## src/rtl/cache_mem_arbiter.sv

```systemverilog
// Arbitrates I-cache fills, D-cache fills and write-through stores onto one main-memory port.
// Fills issue 8 word reads back to back and write the returned beats into the target cache.
module cache_mem_arbiter #(
   parameter int unsigned DWIDTH = 16,
   parameter int unsigned AWIDTH = 16
) (
   input  logic              clk,
   input  logic              rst,
   input  logic              icache_miss,
   input  logic [AWIDTH-1:0] icache_miss_addr,
   input  logic              dcache_miss,
   input  logic [AWIDTH-1:0] dcache_miss_addr,
   input  logic              st_req,
   input  logic [AWIDTH-1:0] st_addr,
   input  logic [DWIDTH-1:0] st_data,
   output logic [AWIDTH-1:0] mem_addr,
   output logic [DWIDTH-1:0] mem_data_in,
   output logic              mem_en,
   output logic              mem_wr,
   input  logic [DWIDTH-1:0] mem_data_out,
   input  logic              mem_data_valid,
   output logic [AWIDTH-1:0] fill_addr,
   output logic [DWIDTH-1:0] fill_data,
   output logic              icache_data_wen,
   output logic              icache_tag_wen,
   output logic              dcache_data_wen,
   output logic              dcache_tag_wen,
   output logic              st_ack,
   output logic              icache_busy,
   output logic              dcache_busy
);

   localparam logic [AWIDTH-1:0] BLK_MASK = ~(AWIDTH'(4'hF));

   typedef enum logic [1:0] {IDLE, STORE, FILL_I, FILL_D} state_t;

   state_t            state_q, state_d;
   logic [2:0]        issue_cnt_q, issue_cnt_d;
   logic              issue_done_q, issue_done_d;
   logic [2:0]        recv_cnt_q, recv_cnt_d;
   logic [AWIDTH-1:0] base_q, base_d;
   logic              last_fill_d_q, last_fill_d_d;

   // State and counter registers
   always_ff @(posedge clk or negedge rst) begin
      if (!rst) begin
         state_q       <= IDLE;
         issue_cnt_q   <= 3'd0;
         issue_done_q  <= 1'b0;
         recv_cnt_q    <= 3'd0;
         base_q        <= '0;
         last_fill_d_q <= 1'b0;
      end else begin
         state_q       <= state_d;
         issue_cnt_q   <= issue_cnt_d;
         issue_done_q  <= issue_done_d;
         recv_cnt_q    <= recv_cnt_d;
         base_q        <= base_d;
         last_fill_d_q <= last_fill_d_d;
      end
   end

   // Next-state and output decode
   always_comb begin
      state_d         = state_q;
      issue_cnt_d     = issue_cnt_q;
      issue_done_d    = issue_done_q;
      recv_cnt_d      = recv_cnt_q;
      base_d          = base_q;
      last_fill_d_d   = last_fill_d_q;
      mem_addr        = '0;
      mem_data_in     = '0;
      mem_en          = 1'b0;
      mem_wr          = 1'b0;
      fill_addr       = '0;
      fill_data       = '0;
      icache_data_wen = 1'b0;
      icache_tag_wen  = 1'b0;
      dcache_data_wen = 1'b0;
      dcache_tag_wen  = 1'b0;
      st_ack          = 1'b0;
      icache_busy     = 1'b0;
      dcache_busy     = 1'b0;

      case (state_q)
         IDLE: begin
            issue_cnt_d  = 3'd0;
            issue_done_d = 1'b0;
            recv_cnt_d   = 3'd0;
            // After a D fill a waiting I miss goes first so neither side starves
            if (st_req) begin
               state_d = STORE;
            end else if (icache_miss && (last_fill_d_q || !dcache_miss)) begin
               state_d = FILL_I;
               base_d  = icache_miss_addr & BLK_MASK;
            end else if (dcache_miss) begin
               state_d = FILL_D;
               base_d  = dcache_miss_addr & BLK_MASK;
            end
         end

         STORE: begin
            mem_en      = 1'b1;
            mem_wr      = 1'b1;
            mem_addr    = st_addr;
            mem_data_in = st_data;
            st_ack      = 1'b1;
            state_d     = IDLE;
         end

         FILL_I, FILL_D: begin
            icache_busy = (state_q == FILL_I);
            dcache_busy = (state_q == FILL_D);
            if (!issue_done_q) begin
               mem_en      = 1'b1;
               mem_addr    = base_q + AWIDTH'({issue_cnt_q, 1'b0});
               issue_cnt_d = issue_cnt_q + 3'd1;
               if (issue_cnt_q == 3'd7) issue_done_d = 1'b1;
            end
            // Beats are counted on valid only; memory latency may vary per beat
            if (mem_data_valid) begin
               fill_addr       = base_q + AWIDTH'({recv_cnt_q, 1'b0});
               fill_data       = mem_data_out;
               recv_cnt_d      = recv_cnt_q + 3'd1;
               icache_data_wen = (state_q == FILL_I);
               dcache_data_wen = (state_q == FILL_D);
               if (recv_cnt_q == 3'd7) begin
                  icache_tag_wen = (state_q == FILL_I);
                  dcache_tag_wen = (state_q == FILL_D);
                  last_fill_d_d  = (state_q == FILL_D);
                  state_d        = IDLE;
               end
            end
         end

         default: state_d = IDLE;
      endcase
   end

endmodule
```

## config.mk

```make
export PLATFORM = sky130hd
export DESIGN_NAME = cache_mem_arbiter
export DESIGN_NICKNAME = d
export VERILOG_FILES = /design/src/rtl/cache_mem_arbiter.sv
export SDC_FILE = /design/constraint.sdc
export NUM_CORES = 1
export LEC_CHECK = 0
export ABC_AREA = 0
export BUFFER_PORTS_ARGS = -buffer_cell sky130_fd_sc_hd__clkbuf_2
export CORE_MARGIN = 10
export CORE_UTILIZATION = 36
export DETAILED_ROUTE_END_ITERATION = 6
export GPL_TIMING_DRIVEN = 1
export PLACE_DENSITY_LB_ADDON = 0.3
export SETUP_SLACK_MARGIN = 0.15
export SYNTH_ARGS = -nofsm -noshare
export SYNTH_HDL_FRONTEND = slang
export SYNTH_SLANG_ARGS = --single-unit
```

## constraint.sdc

```tcl
create_clock -name clk -period 2.2 [get_ports clk]
set_clock_uncertainty 0.05 [all_clocks]
set_input_delay 0.11 -clock clk [delete_from_list [all_inputs] [get_ports clk]]
set_output_delay 0.11 -clock clk [all_outputs]
set_load 0.03 [all_outputs]
```

After elaboration in Yosys (flattened, before gate mapping) --
Index checks and enable logic that the tools add are counted.
Cells by class: reductions and logical operators 12, bitwise gates (word level) 1, equal/unequal tests 9, muxes and demuxes 37, add/sub/neg operators 4
Operators by type and width (number):
- $mux W16 | 8
- $add A16 B4 Y16 | 2
- $pmux W16 S2 | 1
- $mux W1 | 16
- $pmux W3 S2 | 2
- $mux W2 | 5
- $reduce_and A3 Y1 | 3
- $add A3 B1 Y3 const B | 2
- $eq A3 B3 Y1 const B | 2
- $mux W3 | 2
- $ne A2 B2 Y1 const B | 3
- $pmux W2 S3 | 1
- $eq A2 B2 Y1 const B | 2
- $ne A4 B4 Y1 const B | 1
- $pmux W1 S2 | 2
- $reduce_and A2 Y1 | 2
- $reduce_bool A2 Y1 | 2
- $eq A2 B1 Y1 const B | 1
- $logic_not A2 Y1 | 1
- $reduce_or A2 Y1 | 1
- $logic_and A1 B1 Y1 | 1
- $logic_not A1 Y1 | 1
- $logic_or A1 B1 Y1 | 1
- $not A1 Y1 | 1
Storage, ports and cells: input port bits 86, flip-flop bits (word level) 26, logic and storage cells 69, output and inout bits 73

Depth between registers and ports, before layout --
Gate-level depths: netlist (run 1).
depth after elaboration 6, depth in mapped cells 6, depth with buffers taken out 5

Least setup slack after synthesis (run 1) --
No wires, ideal clock.
path kind register -> register, start reg state_q[0], end reg base_q[15], data arrival time 1.620 ns, data required time 2.027 ns, cell stages (with the launch flop) 6, buffers on the path 2, library setup time 0.123 ns, period minus slack after synthesis 1.793 ns, path slack 0.407 ns, path through dfrtp_1 buf_6 or3_4 or3b_4 buf_6 o221a_1
Between the ends: longest elaborated chain between the ends 2
Ends and longest elaborated chain:
- start: declaration | line 37 | state_t state_q, state_d;
- start signal: assignment | line 54 | state_q <= state_d;
- $logic_not A2 Y1 | line 85 | case (state_q)
- $reduce_and A3 Y1 (no source line)
- end signal: assignment | line 58 | base_q <= base_d;
- end: declaration | line 41 | logic [AWIDTH-1:0] base_q, base_d;
No other way between the ends. A chain may end at the register's enable or synchronous reset.

Worst setup path after layout (run 1) --
start reg state_q[1], end out mem_addr[12]
Between the ends: longest elaborated chain between the ends 3, elaborated cells between the ends (all ways) 5, classes of those cells eq/ne (3); mux (1); reduce/logical (1)
Ends and longest elaborated chain:
- $eq A2 B2 Y1 | line 85
- $reduce_or A2 Y1 | line 85
- $pmux W16 S2 * | line 85
- end: declaration | line 16 | output logic [AWIDTH-1:0] mem_addr,
Every way passes the cells marked *; elsewhere a longest branch is shown, timed or not.

==> metrics, run 1 <==
post-synth top area share=33.77%; routed length on met3=942 µm; critical path class=flop to output pin; worst vdd ir=0.7238 mV; CTS tree=yes; quantity of I/O buffers inserted on ports=149; post-route antenna net violation count=0; Worst Tran Pin Value=646.1 ps; via/cell ratio=5.096; clock buffer depth=2; Max Cap Viol=0; Cells after Synth=175; initial antenna violation count=0; slowest stage delay, CP=380 ps; synth warn=0; GRT Util Overall=15.66%; type of the worst min-delay path=input pin to flop; Max FO, Critical Path=33; M1 WL=2365 µm; cts bufs inserted=3; leakage=1.437 nW; crit start category=flop; sequential area share after synthesis=33.77%; Tot Pwr=3.411 mW; Final min period=1951 ps; final cell count without fillers=365; Post-synth EDFFs=0; Die Width=87.30 µm; Post-CTS Setup Bufs=0; Die Ht=87.30 µm; worst skew pair latency=260 ps; Initial Util=37.19%; multi-input combinational cell area=979.7 µm²; CTS H-tree lvls=1; cell taking the most area after synthesis=dfrtp_1; GRT Residual Overflow=0; final wirelength=6282 µm; Met2 Wirelength=2890 µm; CTS clk-pin slew, worst paths=80 ps; Post-synth top flop=dfrtp_1; first-pass GRT wire length=9846 µm; Root Driver=clkbuf_8; TNS Setup=0 ps; fin. max-slew vios=0; relative slew slack=56.93%; Post-Place Worst Slack=409.9 ps; Area contributors post-synth=dfrtp_1 34%, and3_1 12%, a22o_1 11%, o221a_1 6.9%, and2_1 6.5%; ant diodes=0; die footprint=7620 µm²; worst hold slack=70.44 ps; Worst Reg-to-Reg Cells=3; commonest cells after routing, fill and taps aside=149 x clkbuf_2, 32 x and3_1, 22 x dfrtp_1, 21 x a22o_1, 17 x and2_1; vias in the first global route=2027; drt drc=0; pwr dens=1386 nW/µm²; Setup WS post-layout=249.0 ps; clk sink count=22; layout cells sized above 1=55.59%; status=finished, final reports clean; largest net degree at the start of global routing=39; Pre-Repair DR Iteration Count=4; most common cell after layout, fill and taps aside=clkbuf_2; Cell variety after synth=31; Core Region=4384 µm²; row cnt=24; CP arrival=1790 ps; Avg Inst Size Synth=9.316 µm²; Critical Path Slowest Stage Cell=dfrtp_1; period utilisation layout=88.68%; fraction of registers with async set/reset=100.0%; DR top layer=met4; synthesized area=1630 µm²; Fin. Hold Viols=0; Filler Cell Count=424; syn nets=265; IO Pins=159; Worst setup EP type=output pin; CP dominant cell by count=buf_4; final RePlAce weighted congestion=0.7322; CP Cell Sequence=buf_4, buf_4, nor2_4, buf_12, a22o_1, clkbuf_2; Placed Instances=361; Fmax=0.5126 GHz; Via Count=1860; final net count=405; dpl hpwl=5003 µm; setup violators final=0; CP required=2040 ps; area delta synth->final=50.96%; Hold Path Depth=2; unrepaired setup endpoints after global routing=yes; 1st-iter DRT viols=54; storage element area=550.5 µm²; WL/cell=17.21 µm; FF+latch count, synth=22
through the flow:
| stage | area, µm² | utilization (%) |
|---|---|---|
| floorplan | 1630 | - |
| global placement | 2390 | 54.51 |
| detailed placement | 2390 | 54.51 |
| CTS | 2445 | 55.76 |
| global route | 2461 | 56.14 |
| finish | 2461 | 56.14 |
worst max-delay path, delay by kind of cell (launching register included):
family / cells / cell delay [ps]
DFF: 1 / 380
and+or+nand+nor: 1 / 140
buffers and inverters: 4 / 820
AOI/OAI and AO/OA: 1 / 170
final cells by class:
cell class	count	share of cell area, %
multi-input cells	130	39.81
repair buffers	157	33.35
flip-flops and latches	22	22.37
well taps	52	2.644
clock buffers	3	1.678
inverters	1	0.1525
where the power goes:
group	switching (mW)	internal (mW)
Combinational	1.49	0.902
Clock	0.132	0.122
Sequential	0.171	0.598
Total	1.79	1.62
routing by layer:
layer	vias up	track usage, %
met1	831	17.48
met3	6	7.678
met4	0	4.783
met5	-	0
met2	98	25.53
li1	925	-
cells in the mapped netlist, types with 2 or more instances:
library cell	number
and3_1	32
dfrtp_1	22
a22o_1	21
and2_1	17
clkbuf_1	17
o221a_1	10
or3_1	10
nor2_1	8
ha_1	4
mux2_2	4
nor2b_1	3
a21o_1	2
a21oi_1	2
buf_4	2
buf_6	2
nand3_1	2
o221a_2	2
or3_2	2
worst paths after layout:
check / end / from / slack, ps
worst max-delay path: mem_addr[12] / state_q[1]$_DFFE_PN0P_ / 250
worst min-delay path: base_q[7]$_DFFE_PN0P_ / icache_miss_addr[7] / 70
worst max register to register: base_q[9]$_DFFE_PN0P_ / state_q[0]$_DFFE_PN0P_ / 410
worst min register to register: last_fill_d_q$_DFFE_PN0P_ / last_fill_d_q$_DFFE_PN0P_ / 510
max in group asynchronous: recv_cnt_q[1]$_DFFE_PN0P_ / rst / 1410
min in group asynchronous: issue_cnt_q[2]$_DFFE_PN0P_ / rst / 320
state kept, by name, indices dropped and copies added, names as in the netlist:
| name | flops |
|---|---|
| recv_cnt_q | 3 |
| base_q | 12 |
| state_q | 2 |
| issue_done_q | 1 |
| issue_cnt_q | 3 |
| last_fill_d_q | 1 |
cell families (layout without fill, tap and decap cells):
group,Yosys count,in the layout,synth area share [%]
muxes,4,4,2.763
adders and majority gates,4,4,3.070
buffers and inverters,23,161,6.753
and+or+nand+nor,80,80,30.16
DFF,22,22,33.77
other,1,1,0.2300
AOI/OAI and AO/OA,39,39,22.18
xor gates and xnor gates,2,2,1.075
repair_timing:
item	CTS	global route
hold buffers	1	0
endpoints found under the hold margin	22	0
endpoints found under the setup margin	6	28
resized for setup	1	4
Note: power is estimated with default switching activity, not from simulation.
==> run 2: changes to the inputs <==
- ABC_AREA: 0 -> 1
- CORE_UTILIZATION: 36 -> 38
==> run 2 against run 1 <==
Effect of this change:
- clock-buffer cell count is 1 higher
- sequential share of layout area is 0.60 points lower
- wire length hardly changed
- largest power group unchanged
==> metrics, run 2 <==
status=finished, final reports clean; first-pass GRT wire length=9949 µm (+1.0%); via/cell ratio=4.370 (-14%); final net count=528 (+30%); Root Driver=clkbuf_8; Pre-Repair DR Iteration Count=4 (unchanged); cell taking the most area after synthesis=dfrtp_1; vias in the first global route=2183 (+7.7%); Worst Reg-to-Reg Cells=7 (+4); Fmax=0.5384 GHz (+5.0%); Post-synth EDFFs=0 (unchanged); leakage=1.712 nW (+19%); DP Area=2466 µm² (+3.2%); Final min period=1857 ps (-93.72 ps); CTS H-tree lvls=1 (unchanged); count leader, synth=nand2_1; commonest cells after routing, fill and taps aside=149 x clkbuf_2, 91 x nand2_1, 57 x inv_1, 54 x nor2_1, 23 x o21ai_0; Filler Cell Count=465 (+9.7%); critical path class=flop to output pin; synthesized area=1733 µm² (+6.3%); CP Launch Point=state_q[1]$_DFFE_PN0P_; post-route antenna net violation count=0 (unchanged); Fin. Hold Viols=0 (unchanged); Initial Util=39.53% (+2.3 points); dpl hpwl=5347 µm (+6.9%); GRT Residual Overflow=0 (unchanged); crit start category=flop; Die Ht=87.53 µm (+0.27%); IO Pins=159 (unchanged); Post-CTS Setup Bufs=0 (unchanged); final wirelength=6283 µm (about the same); die footprint=7662 µm² (+0.54%); Cell variety after synth=20 (-35%); CP required=2040 ps (about the same); CTS tree=yes; type of the worst min-delay path=input pin to flop; GRT Util Overall=15.63% (-0.027 points); relative slew slack=63.81% (+6.9 points); Util after Layout=57.82% (+1.7 points); 1st-iter DRT viols=59 (+9.3%); Setup WS post-layout=342.7 ps (+93.72 ps); period utilisation layout=84.42% (-4.3 points); largest net degree at the start of global routing=23 (-41%); clk sink count=22 (unchanged); design area=2535 µm² (+3.0%); reg2reg setup slack=670 ps (+260 ps); Worst setup EP type=output pin; final RePlAce weighted congestion=0.7653 (+4.5%); Core Region=4384 µm² (unchanged); final cell count without fillers=489 (+34%); Largest register FFs=12 (unchanged); Max FO, Critical Path=19 (-42%); Max Cap Viol=0 (unchanged); Via Count=2137 (+15%); initial antenna violation count=0 (unchanged); FF+latch count, synth=22 (unchanged); Area contributors post-synth=dfrtp_1 32%, nand2_1 20%, inv_1 12%, nor2_1 12%, o21ai_0 6.6%; Worst Tran Pin Value=542.8 ps (-103.3 ps); CP arrival=1700 ps (-90 ps); sequential area share after synthesis=31.77% (-2.0 points); Placed Instances=484 (+34%); most common cell after layout, fill and taps aside=clkbuf_2; Die Width=87.53 µm (+0.27%); pwr dens=1205 nW/µm² (-13%); fin. max-slew vios=0 (unchanged); row cnt=24 (unchanged); Commonest cells post-synth=92 x nand2_1, 57 x inv_1, 54 x nor2_1; storage element area=551.8 µm² (+0.23%); worst skew pair latency=260 ps (about the same); Top reg by flops=base_q; Avg Inst Size Synth=5.874 µm² (-37%); Tot Pwr=3.056 mW (-10%); layout cells sized above 1=37.53% (-18 points); unrepaired setup endpoints after global routing=no; RR Endpoint=base_q[11]$_DFFE_PN0P_; WL/cell=12.85 µm (-25%); fraction of registers with async set/reset=100.0% (unchanged); ant diodes=0 (unchanged); quantity of I/O buffers inserted on ports=149 (unchanged); Post-synth top flop=dfrtp_1; clock buffer depth=2 (unchanged); area delta synth->final=46.28%; post-synth top area share=31.77% (-2.0 points); capture point of the worst path=mem_addr[15]; Cells after Synth=295 (+69%); synth warn=0 (unchanged); syn nets=385 (+45%); setup violators final=0 (unchanged); CTS clk-pin slew, worst paths=80 ps (about the same); multi-input combinational cell area=864.6 µm² (-12%); cts bufs inserted=3 (unchanged); drt drc=0 (unchanged); worst hold slack=77.72 ps (+7.285 ps); Crit Reg-Reg Startpoint=last_fill_d_q$_DFFE_PN0P_; TNS Setup=0 ps (unchanged); Post-Place Worst Slack=377.4 ps (-32.47 ps); worst vdd ir=0.5306 mV (-27%); top flop regs=base_q (12), issue_cnt_q (3), recv_cnt_q (3)
-- run 2: cell types whose count changed in the layout (fill, tap and decap cells not counted), moves of 17 or more --
cell	delta
nand2_1	+90
and2_1	-17
and3_1	-32
a22o_1	-21
inv_1	+56
nand3_1	+17
o21ai_0	+23
nor2_1	+47
-- run 2: what timing repair did --
action,CTS,global route
endpoints found under the setup margin,8,1
hold buffers,1,0
resized for setup,1,1
hold endpoints to repair,22,0
-- run 2: how the worst min path moves through the flow --
stage	startpoint	end	slack (ps)	cells past startpoint
after detailed placement	rst	base_q[10]$_DFFE_PN0P_	70	1
after floorplan	rst	base_q[10]$_DFFE_PN0P_	-240	0
after CTS	dcache_miss_addr[7]	base_q[7]$_DFFE_PN0P_	70	5
after global placement	rst	base_q[10]$_DFFE_PN0P_	70	1
final	dcache_miss_addr[7]	base_q[7]$_DFFE_PN0P_	80	5
after global routing	dcache_miss_addr[7]	base_q[7]$_DFFE_PN0P_	90	5
-- run 2: power breakdown --
part           internal, mW  switching [mW]
clock network         0.159           0.129
registers             0.590           0.141
logic                 0.558            1.48
total                  1.31            1.75
-- run 2: layout make-up --
cell class / instances / share of cell area [%]
clock buffers: 4 / 2.172
inverters: 60 / 8.983
multi-input cells: 199 / 34.11
flip-flops and latches: 22 / 21.77
well taps: 52 / 2.567
repair buffers: 152 / 30.40
-- run 2: critical path, cell delays in order, from the launching register on --
cell,delay [ps]
dfrtp_2,520
inv_2,120
nand2_4,140
inv_4,220
nand2_1,80
o21ai_0,100
clkbuf_2,260
-- run 2: cell families (layout without fill, tap and decap cells) --
| kind of cell | after synthesis | after routing | share of synthesized area, % |
|---|---|---|---|
| AO/OA/AOI/OAI | 25 | 25 | 7.220 |
| adder cells (fa/ha/maj) | 4 | 4 | 2.888 |
| buffers and inverters | 74 | 216 | 18.48 |
| flip-flops | 22 | 22 | 31.77 |
| other | 1 | 1 | 0.2164 |
| AND/OR/NAND/NOR | 169 | 169 | 39.42 |
-- run 2: per-layer routing --
metal / up-vias / share of wire, % / GRT usage, %
met4: 0 / 0.49 / 3.478
met1: 892 / 41 / 17.95
met2: 98 / 46 / 26.72
met5: - / 0 / 0
li1: 1145 / - / -
met3: 2 / 12 / 6.128
